$ cat config.mk
export PLATFORM = sky130hd
export DESIGN_NAME = flagged_sync_fifo_flat
export DESIGN_NICKNAME = d
export VERILOG_FILES = /design/src/rtl/flagged_sync_fifo_if.sv /design/src/rtl/flagged_sync_fifo.sv /design/src/flat_wrapper.sv
export SDC_FILE = /design/constraint.sdc
export NUM_CORES = 1
export LEC_CHECK = 0
export ABC_AREA = 1
export CAP_MARGIN = 0
export CORE_MARGIN = 2
export CORE_UTILIZATION = 35
export CTS_CLUSTER_SIZE = 20
export DETAILED_ROUTE_END_ITERATION = 8
export GPL_TIMING_DRIVEN = 0
export HOLD_SLACK_MARGIN = 0.08
export PLACE_DENSITY_LB_ADDON = 0.12
export SLEW_MARGIN = 20
export SYNTH_ARGS = -nofsm -noshare
export SYNTH_HDL_FRONTEND = slang
export SYNTH_SLANG_ARGS = --single-unit
$ cat constraint.sdc
create_clock -name clk -period 2.6 [get_ports clk]
set_clock_uncertainty 0.2 [all_clocks]
set_input_delay 0.52 -clock clk [delete_from_list [all_inputs] [get_ports clk]]
set_output_delay 0.52 -clock clk [all_outputs]
set_load 0.01 [all_outputs]
$ cat src/rtl/flagged_sync_fifo_if.sv
// flagged_sync_fifo_if
//   Bundles the request/data/status signals of flagged_sync_fifo.
//   master : producer/consumer side (drives push, pop, data_in, clear_err)
//   slave  : FIFO side (drives data_out, count and all flags)
//   Ports  : none. clk and reset_n are plain ports on the FIFO itself.
interface flagged_sync_fifo_if #(
    parameter int WIDTH = 16,
    parameter int DEPTH = 8
);
    localparam int CW = $clog2(DEPTH) + 1;

    logic             push;
    logic             pop;
    logic             clear_err;
    logic [WIDTH-1:0] data_in;
    logic [WIDTH-1:0] data_out;
    logic [CW-1:0]    count;
    logic             full;
    logic             empty;
    logic             almost_full;
    logic             almost_empty;
    logic             overflow;
    logic             underflow;

    modport master (
        output push, pop, clear_err, data_in,
        input  data_out, count, full, empty, almost_full, almost_empty,
               overflow, underflow
    );

    modport slave (
        input  push, pop, clear_err, data_in,
        output data_out, count, full, empty, almost_full, almost_empty,
               overflow, underflow
    );
endinterface

$ cat src/rtl/flagged_sync_fifo.sv
// flagged_sync_fifo
//   Single-clock FIFO with occupancy count, almost-full/almost-empty
//   thresholds, push-through when full, sticky overflow/underflow flags and
//   a selectable registered or first-word-fall-through read port.
// Ports:
//   clk      : clock, all state changes on the rising edge
//   reset_n  : synchronous active-low reset (memory contents are kept)
//   bus      : slave side of flagged_sync_fifo_if
//              in : push, pop, data_in, clear_err
//              out: data_out, count, full, empty, almost_full, almost_empty,
//                   overflow, underflow
module flagged_sync_fifo #(
    parameter int DEPTH    = 8,
    parameter int WIDTH    = 16,
    parameter int FWFT     = 0,
    parameter int AF_LEVEL = DEPTH - 2,
    parameter int AE_LEVEL = 2
) (
    input  logic               clk,
    input  logic               reset_n,
    flagged_sync_fifo_if.slave bus
);
    localparam int AW = $clog2(DEPTH);
    localparam int CW = AW + 1;

    if (!((DEPTH >= 2) && ((DEPTH & (DEPTH - 1)) == 0) &&
          (AF_LEVEL >= 1) && (AF_LEVEL <= DEPTH) &&
          (AE_LEVEL >= 0) && (AE_LEVEL <= DEPTH - 1))) begin : g_param_check
        $error("flagged_sync_fifo: illegal DEPTH/AF_LEVEL/AE_LEVEL");
    end

    logic [WIDTH-1:0] mem_q [DEPTH];

    logic [AW-1:0] rd_ptr_q, rd_ptr_d;
    logic [AW-1:0] wr_ptr_q, wr_ptr_d;
    logic [CW-1:0] count_q, count_d;
    logic          overflow_q, overflow_d;
    logic          underflow_q, underflow_d;

    logic full, empty;
    logic push_ok, pop_ok;

    // Flags depend only on the registered count.
    assign full  = (count_q == CW'(DEPTH));
    assign empty = (count_q == '0);

    assign bus.count        = count_q;
    assign bus.full         = full;
    assign bus.empty        = empty;
    assign bus.almost_full  = (count_q >= CW'(AF_LEVEL));
    assign bus.almost_empty = (count_q <= CW'(AE_LEVEL));
    assign bus.overflow     = overflow_q;
    assign bus.underflow    = underflow_q;

    // A push into a full FIFO is taken when the same-cycle pop frees a slot.
    assign pop_ok  = bus.pop & ~empty;
    assign push_ok = bus.push & (~full | pop_ok);

    always_comb begin
        rd_ptr_d    = rd_ptr_q;
        wr_ptr_d    = wr_ptr_q;
        count_d     = count_q;
        overflow_d  = overflow_q;
        underflow_d = underflow_q;

        if (push_ok) wr_ptr_d = wr_ptr_q + AW'(1);
        if (pop_ok)  rd_ptr_d = rd_ptr_q + AW'(1);

        case ({push_ok, pop_ok})
            2'b10:   count_d = count_q + CW'(1);
            2'b01:   count_d = count_q - CW'(1);
            default: count_d = count_q;
        endcase

        // A new error event beats a coincident clear.
        if (bus.clear_err) begin
            overflow_d  = 1'b0;
            underflow_d = 1'b0;
        end
        if (bus.push & ~push_ok) overflow_d  = 1'b1;
        if (bus.pop  & ~pop_ok)  underflow_d = 1'b1;
    end

    always_ff @(posedge clk) begin
        if (!reset_n) begin
            rd_ptr_q    <= '0;
            wr_ptr_q    <= '0;
            count_q     <= '0;
            overflow_q  <= 1'b0;
            underflow_q <= 1'b0;
        end else begin
            rd_ptr_q    <= rd_ptr_d;
            wr_ptr_q    <= wr_ptr_d;
            count_q     <= count_d;
            overflow_q  <= overflow_d;
            underflow_q <= underflow_d;
        end
    end

    // Storage is never reset; the pointers alone define what is valid.
    always_ff @(posedge clk) begin
        if (push_ok) mem_q[wr_ptr_q] <= bus.data_in;
    end

    if (FWFT != 0) begin : g_fwft
        assign bus.data_out = empty ? '0 : mem_q[rd_ptr_q];
    end else begin : g_reg_read
        logic [WIDTH-1:0] data_out_q, data_out_d;

        // At push-through rd_ptr == wr_ptr; the read sees the pre-write word.
        always_comb begin
            data_out_d = data_out_q;
            if (pop_ok) data_out_d = mem_q[rd_ptr_q];
        end

        always_ff @(posedge clk) begin
            if (!reset_n) data_out_q <= '0;
            else          data_out_q <= data_out_d;
        end

        assign bus.data_out = data_out_q;
    end
endmodule

$ cat src/flat_wrapper.sv
// flat-port wrapper written by rule: the top's interface ports become plain ports
module flagged_sync_fifo_flat 
#(
    parameter int DEPTH    = 8,
    parameter int WIDTH    = 16,
    parameter int FWFT     = 0,
    parameter int AF_LEVEL = DEPTH - 2,
    parameter int AE_LEVEL = 2
)
  (clk, reset_n, bus_push, bus_pop, bus_clear_err, bus_data_in, bus_data_out, bus_count, bus_full, bus_empty, bus_almost_full, bus_almost_empty, bus_overflow, bus_underflow);
  flagged_sync_fifo_if #(.WIDTH(WIDTH), .DEPTH(DEPTH)) bus_i ();
  input  logic clk;
  input  logic reset_n;
  input wire logic [$bits(bus_i.push)-1:0] bus_push;
  input wire logic [$bits(bus_i.pop)-1:0] bus_pop;
  input wire logic [$bits(bus_i.clear_err)-1:0] bus_clear_err;
  input wire logic [$bits(bus_i.data_in)-1:0] bus_data_in;
  output wire logic [$bits(bus_i.data_out)-1:0] bus_data_out;
  output wire logic [$bits(bus_i.count)-1:0] bus_count;
  output wire logic [$bits(bus_i.full)-1:0] bus_full;
  output wire logic [$bits(bus_i.empty)-1:0] bus_empty;
  output wire logic [$bits(bus_i.almost_full)-1:0] bus_almost_full;
  output wire logic [$bits(bus_i.almost_empty)-1:0] bus_almost_empty;
  output wire logic [$bits(bus_i.overflow)-1:0] bus_overflow;
  output wire logic [$bits(bus_i.underflow)-1:0] bus_underflow;
  assign bus_i.push = bus_push;
  assign bus_i.pop = bus_pop;
  assign bus_i.clear_err = bus_clear_err;
  assign bus_i.data_in = bus_data_in;
  assign bus_data_out = bus_i.data_out;
  assign bus_count = bus_i.count;
  assign bus_full = bus_i.full;
  assign bus_empty = bus_i.empty;
  assign bus_almost_full = bus_i.almost_full;
  assign bus_almost_empty = bus_i.almost_empty;
  assign bus_overflow = bus_i.overflow;
  assign bus_underflow = bus_i.underflow;
  flagged_sync_fifo #(.DEPTH(DEPTH), .WIDTH(WIDTH), .FWFT(FWFT), .AF_LEVEL(AF_LEVEL), .AE_LEVEL(AE_LEVEL)) u_core (.clk(clk), .reset_n(reset_n), .bus(bus_i));
endmodule
# Word level (Yosys, flattened, before mapping)
# Memories as Yosys holds them, arrays and structs flattened. A register that Yosys moved wholly into a read port is not among the register bits.
# Index checks and enable logic that the tools add are counted.
# word_totals
in_bits	21
register_bits	12
elab_cells	35
n_memories	1
output_inout_bits	26
mem_bits_rw	128
# op_classes
n_lt_le_gt_ge	2
n_eq_ne	3
bitwise_logic	9
reduce_logical	5
muxes	6
n_addsub	4
# mem_list
memory	depth	word_bits	rd	rd_clocked_by_memory_dff	wr	line_no	source
u_core.mem_q	8	16	1	1	1	flagged_sync_fifo.sv:32	logic [WIDTH-1:0] mem_q [DEPTH];
# ops
cell	n
case mux 4 bit (2 select lines)	1
adder 3 x 1 -> 3 bit (second input constant)	2
nonzero test 2 bit	3
two-way mux 1 bit	5
adder 4 x 1 -> 4 bit (second input constant)	1
bitwise AND 1 bit	4
== test 4 bit (second input constant)	1
greater-or-equal comparator 4 x 3 -> 1 bit (second input constant)	1
<= comparator 4 x 2 -> 1 bit (second input constant)	1
logical NOT 4 bit	1
NOT 1 bit	4
subtractor 4 x 1 -> 4 bit (second input constant)	1
== test 2 x 1 -> 1 bit (second input constant)	1
== test 2 bit (second input constant)	1
logical NOT 1 bit	1
bitwise OR 1 bit	1

# Logic depth before layout (Yosys ltp)
# depth
word_depth	8
ltp_mapped	15
ltp_nobuf	14

# Worst setup path before layout
# No wires, ideal clock.
# synth_timing
kind	in2reg
startpoint	input port bus_pop
endpoint	memory u_core.mem_q[1][0], enable pin
setup_slack_ps	419
path_buffers	0
path_stages	6
setup_ps	388
required_ps	2012
arrival_time_ps	1593
path_cell_list	inv_1 -> nand4_1 -> nand2_2 -> inv_2 -> nand2_1 -> nor2_1
# synth_via
elab_chain_len	5
# synth_lines
item	line_no	source
from (decl)	flat_wrapper.sv:15	input wire logic [$bits(bus_i.pop)-1:0] bus_pop;
bitwise AND 1 bit	flagged_sync_fifo.sv:56	assign pop_ok = bus.pop & ~empty;
bitwise OR 1 bit	flagged_sync_fifo.sv:57	assign push_ok = bus.push & (~full | pop_ok);
bitwise AND 1 bit	flagged_sync_fifo.sv:57	
two-way mux 1 bit	flagged_sync_fifo.sv:102	if (push_ok) mem_q[wr_ptr_q] <= bus.data_in;
two-way mux 1 bit (implied by the code)	flagged_sync_fifo.sv:102	
to (decl)	flagged_sync_fifo.sv:32	
# Every way passes these cells.

# Final worst setup path
# layout_timing
startpoint	register u_core.count_q[1] (netlist: u_core.bus.count[1])
endpoint	output port bus_almost_full
# layout_via
elab_chain_len	1
# layout_lines
item	line_no	source
from (decl)	flagged_sync_fifo.sv:36	logic [CW-1:0] count_q, count_d;
from (signal assigned)	flagged_sync_fifo.sv:94	count_q <= count_d;
greater-or-equal comparator 4 x 3 -> 1 bit	flagged_sync_fifo.sv:50	assign bus.almost_full = (count_q >= CW'(AF_LEVEL));
to (decl)	flat_wrapper.sv:22	output wire logic [$bits(bus_i.almost_full)-1:0] bus_almost_full;
# Every way passes these cells.

==> out/summary.txt <==
largest net degree at the start of global routing -> 17
Yosys reg bits -> 156
startpoint types -> flop
sequential area share after synthesis -> 0.654
final worst-path cycle share -> 0.956
detailed placement HPWL -> 10.7 mm
initial core utilization -> 0.359
P_leak -> 3.35 nW
total placed cells including tap cells -> 946
antenna viol nets, final -> 0
die span in y -> 143 um
final count of pins violating max slew -> 0
Worst path slowest cell -> clkdlybuf4s50_1
total global routing overflow -> 0
PortBufs -> 46
critical path type -> reg -> out
first-pass GRT wire length -> 26.0 mm
Relative slew margins -> 0.419
DR DRC count -> 0
Max-Cap Viols -> 0
Ports -> 47
worst hold path class -> reg -> reg
synth warn -> 0
Clk Latency, worst-skew pair -> 0.43 ns
Reg2Reg Depth -> 14
vias in the first global route -> 4,499
status -> completed
initial antenna violation count -> 0
Clock transition at path regs -> 0.06 ns
Synth top area share -> 0.571
final WL -> 17.1 mm
Worst-Margin Slew -> 0.871 ns
GRT Total Usage -> 0.178
worst path cell trace -> inv_1 -> o21ai_0 -> clkdlybuf4s50_1
Pwr per Cell Area -> 962 nW/um^2
fraction of layout cells with a size suffix above 1 -> 0.137
Max FO, Critical Path -> 7
TritonRoute pass-1 iters -> 6
Max VDD drop -> 0.520 mV
Die Span X -> 143 um
Layout area overhead -> 21.2%
die area -> 20,400 sq um
Netlist cell types -> 28
Syn Std Cell Area -> 6730 sq um
setup violators final -> 0
H-Tree Depth -> 4
top post-synthesis cells by area -> edfxtp_1, nand2_1, dfxtp_1
Clock Path Buffers -> 2
NumNets Final -> 757
CTS Hold Buffers Added -> 0
CP required -> 1.88 ns
CTS Sinks -> 156
Core ar. -> 18,800 sq um
Fmax -> 402 MHz
RSZ-0062 raised after global routing -> false
final std cells w/o fill -> 978
Via Count -> 4,616
synthesized net count -> 690
Final min period -> 2.49 ns
GPL Wtd Cong -> 0.810
post-synth top area cell -> edfxtp_1
setup bufs post-CTS -> 0
Worst setup EP type -> primary output
final hold vios -> 0
CTS buffer count -> 17
setup TNS -> 0 ns
Post-Syn Instances -> 664
DR vias/cell -> 4.72
Rows -> 50
syn avg cell area -> 10.1 sq um
root buf cell -> clkbuf_16
ant diodes -> 0
fin util -> 0.435
Starting DRT DRC Count -> 351
hold-critical path depth -> 2
Worst Path Arrival -> 1.77 ns
CP max stage delay -> 0.57 ns
TritonCTS clock tree -> done
Routed WL per cell -> 17.5 um
Yosys cell counts, drive strengths merged:
master and n:
a21oi 28, and3 1, buf 25, clkbuf 4
clkinv 1, dfxtp 28, edfxtp 128, ha 5
inv 118, nand2 197, nand3 101, nand4 1
nor2 12, nor4 1, o21ai 10, or2 1
xnor2 2, xor2 1
stage by stage:
| step | hold WS [ns] | power, W | cell area (sq um) | worst slack, ns |
|---|---|---|---|---|
| CTS | 0.269 | 0.00788 | 8140 | -0.186 |
| global route | 0.287 | 0.00824 | 8160 | 0.0119 |
| detailed placement | 0.260 | 0.00537 | 7540 | -0.626 |
| floorplan | 0.287 | 0.00442 | 6730 | 0.419 |
| global placement | 0.253 | 0.00532 | 7490 | -1.08 |
| finish | 0.265 | 0.00785 | 8160 | 0.113 |
sequential cells by signal, summed over array words and instances, names as in the netlist:
register / count
u_core.mem_q: 128
u_core.bus.data_out: 16
u_core.bus.count: 4
u_core.rd_ptr_q: 3
u_core.wr_ptr_q: 3
u_core.bus.overflow: 1
u_core.bus.underflow: 1
critical path: cells and delay by family, from the launching register on:
family,cells,cell delay [ns]
buffers and inverters,2,0.68
DFF,1,0.48
AOI/OAI and AO/OA,1,0.19
logic make-up after synthesis:
group,after synthesis,synth area share
xor+xnor,3,0.00390
buf+inv,148,0.0918
compound gates,38,0.0338
fa+ha+maj,5,0.00929
simple gates,314,0.207
flops,156,0.654
final timing paths:
path | slack (ns) | to | start
max | 0.11 | bus_almost_full | u_core.bus.count[1]$_SDFFE_PN0P_
min | 0.26 | u_core.bus.data_out[11]$_SDFFE_PN0P_ | u_core.bus.data_out[11]$_SDFFE_PN0P_
max reg2reg | 0.21 | u_core.bus.count[2]$_SDFFE_PN0P_ | u_core.bus.count[1]$_SDFFE_PN0P_
min reg2reg | 0.26 | u_core.bus.data_out[11]$_SDFFE_PN0P_ | u_core.bus.data_out[11]$_SDFFE_PN0P_
report_power, final:
group	total (W)	switching [W]	internal [W]
logic	0.00227	0.00144	0.000831
clock network	0.00253	0.00102	0.00151
registers	0.00305	0.000126	0.00292
total	0.00785	0.00259	0.00526
cell type report:
cell class | instances | area [sq um]
timing repair buffer | 48 | 487
clock buffer | 18 | 429
buffer | 29 | 166
multi-input combinational | 360 | 1750
clock inverter | 14 | 171
inverter | 119 | 452
fill | 1724 | 10600
sequential | 156 | 4410
tap | 234 | 293
timing repair:
| item | CTS | global route |
|---|---|---|
| pin swaps | 0 | 0 |
| hold endpoints to repair | 0 | 0 |
| gates resized for setup | 0 | 4 |
| setup endpoints to repair | 48 | 2 |
layout by cell type, fill, tap and decap left out, types with 2 or more instances in the layout:
cell	instances
buf_2	19
nand2_2	2
inv_2	6
buf_8	2
nor2_2	4
clkbuf_16	17
clkinv_4	5
inv_1	112
o21ai_0	7
edfxtp_1	128
dfxtp_1	25
clkinvlp_4	3
buf_6	2
clkdlybuf4s50_1	46
a21oi_2	10
ha_1	5
nor2_4	6
o21ai_1	3
nand2_1	194
buf_4	4
nand3_2	9
xnor2_1	2
a21oi_1	18
clkbuf_1	5
dfxtp_2	3
nor2_1	2
nand3_1	92
clkinv_2	3
bufinv_16	3
layer usage:
| metal | routed length (um) | vias up | track usage |
|---|---|---|---|
| li1 | - | 2279 | - |
| met1 | 8310 | 2203 | 0.243 |
| met2 | 7920 | 111 | 0.288 |
| met3 | 607 | 23 | 0.0292 |
| met4 | 303 | 0 | 0.0662 |
| met5 | 0 | - | 0 |
No activity file was read; power rests on OpenSTA's default activity.
